`src/rtl/exec_issue_ctrl_pkg.sv`:
```
// Shared definitions for the execute issue controller: FSM state encoding,
// one-hot instruction-type bit positions, register-index width, and the
// operand-usage decode helpers used by both the controller and its scoreboard.
package exec_issue_ctrl_pkg;

    localparam int REG_W    = 5;
    localparam int NUM_REGS = 32;
    localparam int TYPE_W   = 6;

    // Bit positions inside the one-hot {r,i,s,b,u,j} type field, r at MSB.
    localparam int TYPE_R = 5;
    localparam int TYPE_I = 4;
    localparam int TYPE_S = 3;
    localparam int TYPE_B = 2;
    localparam int TYPE_U = 1;
    localparam int TYPE_J = 0;

    typedef enum logic [1:0] {
        ST_IDLE  = 2'd0,
        ST_ISSUE = 2'd1,
        ST_WAIT  = 2'd2,
        ST_FLUSH = 2'd3
    } state_t;

    function automatic logic uses_rs1(input logic [TYPE_W-1:0] t);
        return t[TYPE_R] | t[TYPE_I] | t[TYPE_S] | t[TYPE_B];
    endfunction

    function automatic logic uses_rs2(input logic [TYPE_W-1:0] t);
        return t[TYPE_R] | t[TYPE_S] | t[TYPE_B];
    endfunction

    function automatic logic writes_rd(input logic [TYPE_W-1:0] t);
        return t[TYPE_R] | t[TYPE_I] | t[TYPE_U] | t[TYPE_J];
    endfunction

    // Branches and jumps are the only types whose taken outcome redirects fetch.
    function automatic logic is_ctrl_xfer(input logic [TYPE_W-1:0] t);
        return t[TYPE_B] | t[TYPE_J];
    endfunction

endpackage

```
`src/rtl/exec_issue_ctrl_if.sv`:
```
// Decode/execute/writeback handshake bundle for the issue controller.
// master = decode/execute/writeback side, slave = the controller.
interface exec_issue_ctrl_if;
    import exec_issue_ctrl_pkg::*;

    logic              in_valid;
    logic              in_ready;
    logic [TYPE_W-1:0] in_type;
    logic [REG_W-1:0]  in_rd;
    logic [REG_W-1:0]  in_rs1;
    logic [REG_W-1:0]  in_rs2;
    logic              ex_valid;
    logic [TYPE_W-1:0] ex_type;
    logic [REG_W-1:0]  ex_rd;
    logic              ex_done;
    logic              ex_taken;
    logic              wb_valid;
    logic [REG_W-1:0]  wb_rd;
    logic              flush;
    logic              err;

    modport master (
        output in_valid, in_type, in_rd, in_rs1, in_rs2,
        output ex_done, ex_taken, wb_valid, wb_rd,
        input  in_ready, ex_valid, ex_type, ex_rd, flush, err
    );

    modport slave (
        input  in_valid, in_type, in_rd, in_rs1, in_rs2,
        input  ex_done, ex_taken, wb_valid, wb_rd,
        output in_ready, ex_valid, ex_type, ex_rd, flush, err
    );

endinterface

```
`src/rtl/exec_issue_ctrl_scoreboard.sv`:
```
// Register busy scoreboard: one pending-write bit per architectural register.
// Writeback clears are bypassed into the hazard compare in the same cycle, and
// a set on issue wins over a same-cycle clear of the same index. Register 0 is
// never busy.
module exec_scoreboard
    import exec_issue_ctrl_pkg::*;
(
    input  logic              clk,
    input  logic              rst,
    input  logic [TYPE_W-1:0] chk_type,
    input  logic [REG_W-1:0]  chk_rs1,
    input  logic [REG_W-1:0]  chk_rs2,
    input  logic              set_en,
    input  logic [REG_W-1:0]  set_rd,
    input  logic              wb_valid,
    input  logic [REG_W-1:0]  wb_rd,
    input  logic              clr_en,
    input  logic [REG_W-1:0]  clr_rd,
    output logic              hazard
);

    logic [NUM_REGS-1:0] busy;
    logic [NUM_REGS-1:0] busy_byp;
    logic [NUM_REGS-1:0] busy_next;

    // Busy view with this cycle's writeback already retired.
    always_comb begin
        busy_byp = busy;
        if (wb_valid) busy_byp[wb_rd] = 1'b0;
    end

    assign hazard = (uses_rs1(chk_type) & busy_byp[chk_rs1]) |
                    (uses_rs2(chk_type) & busy_byp[chk_rs2]);

    // Apply clears first so that an issue-time set of the same index wins.
    always_comb begin
        busy_next = busy_byp;
        if (clr_en) busy_next[clr_rd] = 1'b0;
        if (set_en) busy_next[set_rd] = 1'b1;
        busy_next[0] = 1'b0;
    end

    // Busy vector register.
    always_ff @(posedge clk or posedge rst) begin
        if (rst) busy <= '0;
        else     busy <= busy_next;
    end

endmodule

```
`src/rtl/exec_issue_ctrl.sv`:
```
// Execute issue controller: accepts one decoded instruction at a time when its
// sources are free, pulses it to execute, waits for completion (with timeout),
// and emits a one-cycle flush for taken branches/jumps.
// Optional feature macro: EXEC_ISSUE_STALL_CNT_EN adds the stall_cnt output.
module exec_issue_ctrl
    import exec_issue_ctrl_pkg::*;
#(
    parameter int MAX_WAIT = 15
)(
    input  logic             clk,
    input  logic             rst,
    exec_issue_ctrl_if.slave bus
`ifdef EXEC_ISSUE_STALL_CNT_EN
    ,
    output logic [31:0]      stall_cnt
`endif
);

    // Timeout fires on the MAX_WAIT-th WAIT cycle that sees no completion.
    localparam logic [7:0] WAIT_LAST = 8'(MAX_WAIT - 1);

    state_t            state;
    state_t            state_next;
    logic [7:0]        wait_cnt;
    logic              hazard;
    logic              accept;
    logic              timeout;
    logic              rd_set;
    logic [TYPE_W-1:0] ex_type_q;
    logic [REG_W-1:0]  ex_rd_q;
    logic              err_q;

    assign accept  = bus.in_valid & bus.in_ready;
    assign timeout = (state == ST_WAIT) & ~bus.ex_done & (wait_cnt == WAIT_LAST);
    assign rd_set  = accept & writes_rd(bus.in_type) & (bus.in_rd != '0);

    exec_scoreboard u_sb (
        .clk      (clk),
        .rst      (rst),
        .chk_type (bus.in_type),
        .chk_rs1  (bus.in_rs1),
        .chk_rs2  (bus.in_rs2),
        .set_en   (rd_set),
        .set_rd   (bus.in_rd),
        .wb_valid (bus.wb_valid),
        .wb_rd    (bus.wb_rd),
        .clr_en   (timeout),
        .clr_rd   (ex_rd_q),
        .hazard   (hazard)
    );

    // State register.
    always_ff @(posedge clk or posedge rst) begin
        if (rst) state <= ST_IDLE;
        else     state <= state_next;
    end

    // Next-state logic; ex_done is only honoured while waiting.
    always_comb begin
        state_next = state;
        case (state)
            ST_IDLE:  if (accept) state_next = ST_ISSUE;
            ST_ISSUE: state_next = ST_WAIT;
            ST_WAIT: begin
                if (bus.ex_done)
                    state_next = (bus.ex_taken & is_ctrl_xfer(ex_type_q)) ? ST_FLUSH : ST_IDLE;
                else if (timeout)
                    state_next = ST_IDLE;
            end
            ST_FLUSH: state_next = ST_IDLE;
            default:  state_next = ST_IDLE;
        endcase
    end

    // Moore outputs: issue pulse in ISSUE, flush pulse in FLUSH, ready only in IDLE.
    always_comb begin
        bus.in_ready = 1'b0;
        bus.ex_valid = 1'b0;
        bus.flush    = 1'b0;
        case (state)
            ST_IDLE:  bus.in_ready = ~hazard;
            ST_ISSUE: bus.ex_valid = 1'b1;
            ST_FLUSH: bus.flush    = 1'b1;
            default:  ;
        endcase
    end

    // Capture the accepted instruction's type and destination.
    always_ff @(posedge clk or posedge rst) begin
        if (rst) begin
            ex_type_q <= '0;
            ex_rd_q   <= '0;
        end else if (accept) begin
            ex_type_q <= bus.in_type;
            ex_rd_q   <= bus.in_rd;
        end
    end

    // WAIT cycle counter, held at zero outside WAIT so every entry starts fresh.
    always_ff @(posedge clk or posedge rst) begin
        if (rst)                  wait_cnt <= '0;
        else if (state != ST_WAIT) wait_cnt <= '0;
        else                      wait_cnt <= wait_cnt + 8'd1;
    end

    // Sticky timeout flag, cleared only by reset.
    always_ff @(posedge clk or posedge rst) begin
        if (rst)          err_q <= 1'b0;
        else if (timeout) err_q <= 1'b1;
    end

    assign bus.ex_type = ex_type_q;
    assign bus.ex_rd   = ex_rd_q;
    assign bus.err     = err_q;

`ifdef EXEC_ISSUE_STALL_CNT_EN
    // Count cycles in which an offered instruction is held off.
    always_ff @(posedge clk or posedge rst) begin
        if (rst)                                stall_cnt <= '0;
        else if (bus.in_valid & ~bus.in_ready)  stall_cnt <= stall_cnt + 32'd1;
    end
`endif

endmodule

```
`src/flat_wrapper.sv`:
```
// flat-port wrapper written by rule: the top's interface ports become plain ports
module exec_issue_ctrl_flat import exec_issue_ctrl_pkg::*;
#(
    parameter int MAX_WAIT = 15
)
  (clk, rst, bus_in_valid, bus_in_type, bus_in_rd, bus_in_rs1, bus_in_rs2, bus_ex_done, bus_ex_taken, bus_wb_valid, bus_wb_rd, bus_in_ready, bus_ex_valid, bus_ex_type, bus_ex_rd, bus_flush, bus_err);
  exec_issue_ctrl_if bus_i ();
  input  logic clk;
  input  logic rst;
  input wire logic [$bits(bus_i.in_valid)-1:0] bus_in_valid;
  input wire logic [$bits(bus_i.in_type)-1:0] bus_in_type;
  input wire logic [$bits(bus_i.in_rd)-1:0] bus_in_rd;
  input wire logic [$bits(bus_i.in_rs1)-1:0] bus_in_rs1;
  input wire logic [$bits(bus_i.in_rs2)-1:0] bus_in_rs2;
  input wire logic [$bits(bus_i.ex_done)-1:0] bus_ex_done;
  input wire logic [$bits(bus_i.ex_taken)-1:0] bus_ex_taken;
  input wire logic [$bits(bus_i.wb_valid)-1:0] bus_wb_valid;
  input wire logic [$bits(bus_i.wb_rd)-1:0] bus_wb_rd;
  output wire logic [$bits(bus_i.in_ready)-1:0] bus_in_ready;
  output wire logic [$bits(bus_i.ex_valid)-1:0] bus_ex_valid;
  output wire logic [$bits(bus_i.ex_type)-1:0] bus_ex_type;
  output wire logic [$bits(bus_i.ex_rd)-1:0] bus_ex_rd;
  output wire logic [$bits(bus_i.flush)-1:0] bus_flush;
  output wire logic [$bits(bus_i.err)-1:0] bus_err;
  assign bus_i.in_valid = bus_in_valid;
  assign bus_i.in_type = bus_in_type;
  assign bus_i.in_rd = bus_in_rd;
  assign bus_i.in_rs1 = bus_in_rs1;
  assign bus_i.in_rs2 = bus_in_rs2;
  assign bus_i.ex_done = bus_ex_done;
  assign bus_i.ex_taken = bus_ex_taken;
  assign bus_i.wb_valid = bus_wb_valid;
  assign bus_i.wb_rd = bus_wb_rd;
  assign bus_in_ready = bus_i.in_ready;
  assign bus_ex_valid = bus_i.ex_valid;
  assign bus_ex_type = bus_i.ex_type;
  assign bus_ex_rd = bus_i.ex_rd;
  assign bus_flush = bus_i.flush;
  assign bus_err = bus_i.err;
  exec_issue_ctrl #(.MAX_WAIT(MAX_WAIT)) u_core (.clk(clk), .rst(rst), .bus(bus_i));
endmodule
```
`config.mk`:
```
export PLATFORM = sky130hd
export DESIGN_NAME = exec_issue_ctrl_flat
export DESIGN_NICKNAME = d
export VERILOG_FILES = /design/src/rtl/exec_issue_ctrl_pkg.sv /design/src/rtl/exec_issue_ctrl_if.sv /design/src/rtl/exec_issue_ctrl_scoreboard.sv /design/src/rtl/exec_issue_ctrl.sv /design/src/flat_wrapper.sv
export SDC_FILE = /design/constraint.sdc
export NUM_CORES = 1
export LEC_CHECK = 0
export BUFFER_PORTS_ARGS = -buffer_cell sky130_fd_sc_hd__clkbuf_2
export CORE_ASPECT_RATIO = 1.75
export CORE_MARGIN = 4
export CORE_UTILIZATION = 50
export DETAILED_ROUTE_END_ITERATION = 7
export GPL_ROUTABILITY_DRIVEN = 0
export PLACE_DENSITY = 0.73
export SYNTH_ARGS = -nofsm -noshare
export SYNTH_HDL_FRONTEND = slang
export SYNTH_HIERARCHICAL = 1
export SYNTH_SLANG_ARGS = --single-unit
export TNS_END_PERCENT = 100
```
`constraint.sdc`:
```
create_clock -name clk -period 5.2 [get_ports clk]
set_input_delay 1.56 -clock clk [delete_from_list [all_inputs] [get_ports clk]]
set_output_delay 1.56 -clock clk [all_outputs]
set_load 0.01 [all_outputs]
```
==> run metrics <==
status=complete, no violations; Worst R2R End=u_core/u_sb/busy[12]; Rel. slew slack=44.0%; Startpoint Class=input port; I/O Pins=47; CP Depth=10; DRC viols=0; synthesized area=3250 um2; top cells by count, synth=53 x dfrtp_1, 40 x nor2_1, 35 x o21ai_0; Placement Setup Slack=-0.0557 ns; Initial Util=51.8%; syn_area_per_cell=9.18 um2; Synth Flop Type=dfrtp_1; RSZ-0062 raised after global routing=true; slowest CP cell=or3b_4; max cap viols=0; Critical Path RT=3.64 ns; DP Wirelength=7430 um; Area after DPL=3750 um2; 1st-iter DRT viols=395; clock transition at the registers of the reported paths=0.09 ns; cell mode on critical path=o22ai_2; Core Box Area=6280 um2; cell family with most CP delay=compound AO/OA/AOI/OAI gates; Hold Crit Endpoint=u_core/bus.err; GRT Overall Usage=27.2%; Async SR Flop Fraction=100%; share of the synthesized area in the top cell type=40.8%; Die Ht=115 um; main area contributors after synthesis=dfrtp_1 41%, o21ai_0 5.4%, o22ai_1 5.0%, nor2_1 4.6%, o211ai_1 4.6%; area grow syn2layout=21.8%; most frequent cell after synthesis=dfrtp_1; Hold Path Origin=u_core/bus.err; cell area after layout=3960 um2; yosys warns=6; final WL=10200 um; Final #Nets=458; Lkg Pwr=1.58 nW; Reg-to-Reg Start=u_core/u_sb/busy[14]; post-layout util=63.1%; Worst Hold Class=flop to flop; Via Count=3324; CP cell instances=clkbuf_2 > or3b_4 > o21ai_1 > mux2i_1 > o311ai_1 > o22ai_2 > a31oi_4 > o22ai_2 > nor3_2 > buf_2; #FFs+latches synth=53; Synth area leader=dfrtp_1; setup violators final=0; Synth cell types=49; Worst Path Buf+Inv=2; clk sinks=53; Vias/cell=6.58; Post-Syn Instances=354; sequential share of the synthesized area=40.8%; post-synthesis net count=388; Max VDD drop=0.000299 V; Hold Slack=0.477 ns; clk_skew=0.00843 ns; Chip Width=69.0 um; drt wl/cell=20.1 um; Final ANT Viol Nets=0; number of synthesized flops with an enable pin=0; H-tree depth=2; Final Hold Fails=0; CTS Hold Bufs=0; clk root buf=clkbuf_8; slowest stage delay, CP=0.46 ns; full die area=7910 um2; fin crit period=5.16 ns; total gr overflow=0; CP Max Fanout=7; Final period util=99.3%; post-route worst setup slack=0.0384 ns; row count=38; Max Clk Rate=194 MHz; Worst EP arrival=3.60 ns; critical path class=input port to output pin; Cell Pwr Density=367 nW/um2; TritonRoute pass-1 iters=5; flop2flop setup slack=2.14 ns; share of cells above drive strength 1=32.5%; initial antenna violation count=0; largest net degree at the start of global routing=32; vias in the first global route=3316; CP Capture Type=output pin; CTS tree=built; final max-slew violation count=0; Num CTS Buffers=5; Fillers=553; first-pass GRT wire length=15900 um; Antenna Cells=0; PortBufs=46; worst slew pin tran=0.839 ns; clock tree buffer depth=2; FF-to-FF path depth=12; Clock Latency Late Sink=0.32 ns; hold path depth=2
[logic make-up after synthesis]
logic type	synth area share [%]
flops	40.8
fa+ha+maj	0.770
simple gates	21.5
compound gates	25.7
buf+inv	4.16
xor+xnor	0.808
mux	6.31
[routing by layer]
layer	wire (um)	vias to the layer above	global-route usage, %
li1	-	1517	-
met1	3730	1547	31.0
met2	5030	201	44.3
met3	776	59	5.70
met4	628	0	18.0
met5	0	-	0
[layout make-up]
class | count | area [um2] | area share (%)
flip-flops and latches | 53 | 1330 | 33.5
repair buffers | 84 | 518 | 13.1
well taps | 80 | 100 | 2.53
inverters | 8 | 30.0 | 0.759
multi-input cells | 272 | 1900 | 47.9
clock buffers | 6 | 72.6 | 1.83
clock inverters | 2 | 15.0 | 0.379
[registers in the layout, indices dropped and copies added, names as in the netlist]
register            cells
u_core/bus.err          1
u_core/u_sb/busy       31
u_core/state            2
u_core/bus.ex_rd        5
u_core/wait_cnt         8
u_core/bus.ex_type      6
[timing repair]
action                                  CTS  global route
setup buffers                             0             1
endpoints found under the setup margin    1             1
gates resized for setup                   3            37
pin swaps                                 0            13
[worst max path at each step]
stage / to / slack (ns) / from
6_report: bus_in_ready / 0.04 / bus_wb_rd[1]
4_1_cts: bus_in_ready / 0.03 / bus_wb_rd[3]
3_5_place_dp: bus_in_ready / -0.06 / bus_wb_rd[3]
3_3_place_gp: bus_in_ready / -0.02 / bus_wb_rd[3]
5_1_grt: bus_in_ready / -0.05 / bus_wb_rd[1]
2_1_floorplan: bus_in_ready / 0.26 / bus_wb_rd[4]
[report_power, final]
part	internal (mW)	total [mW]	switching (mW)
clock network	0.0952	0.237	0.142
logic	0.276	0.568	0.292
registers	0.533	0.649	0.116
total	0.904	1.45	0.550
[stage by stage]
stage	power, mW	TNS (ns)	cells
4_1_cts	1.43	0	504
3_5_place_dp	1.19	-0.0557	496
2_1_floorplan	0.942	0	354
3_3_place_gp	1.17	-0.0247	496
5_1_grt	1.54	-0.0519	505
6_report	1.45	0	505
[tightest hold or removal path, delay by kind of cell (launching register included)]
family / cells / cell delay (ns)
flip-flops: 1 / 0.36
AO/OA/AOI/OAI: 1 / 0.05
buffers and inverters: 1 / 0.04
[layout by cell type (no fill, tap or decap), drive strengths merged, types with 3 or more instances in the layout]
master / n
o211ai: 20
mux2i: 7
mux2: 12
nor4: 3
clkbuf: 50
nand2: 11
inv: 8
or3b: 10
o221ai: 8
dfrtp: 53
nor3: 6
or3: 7
nand4: 3
a21oi: 4
o22ai: 26
nand3b: 17
o31ai: 3
nand3: 12
o21ai: 42
nor2: 40
nor4b: 3
a31oi: 4
o2111ai: 12
buf: 40
(Power assumes the default switching activity.)
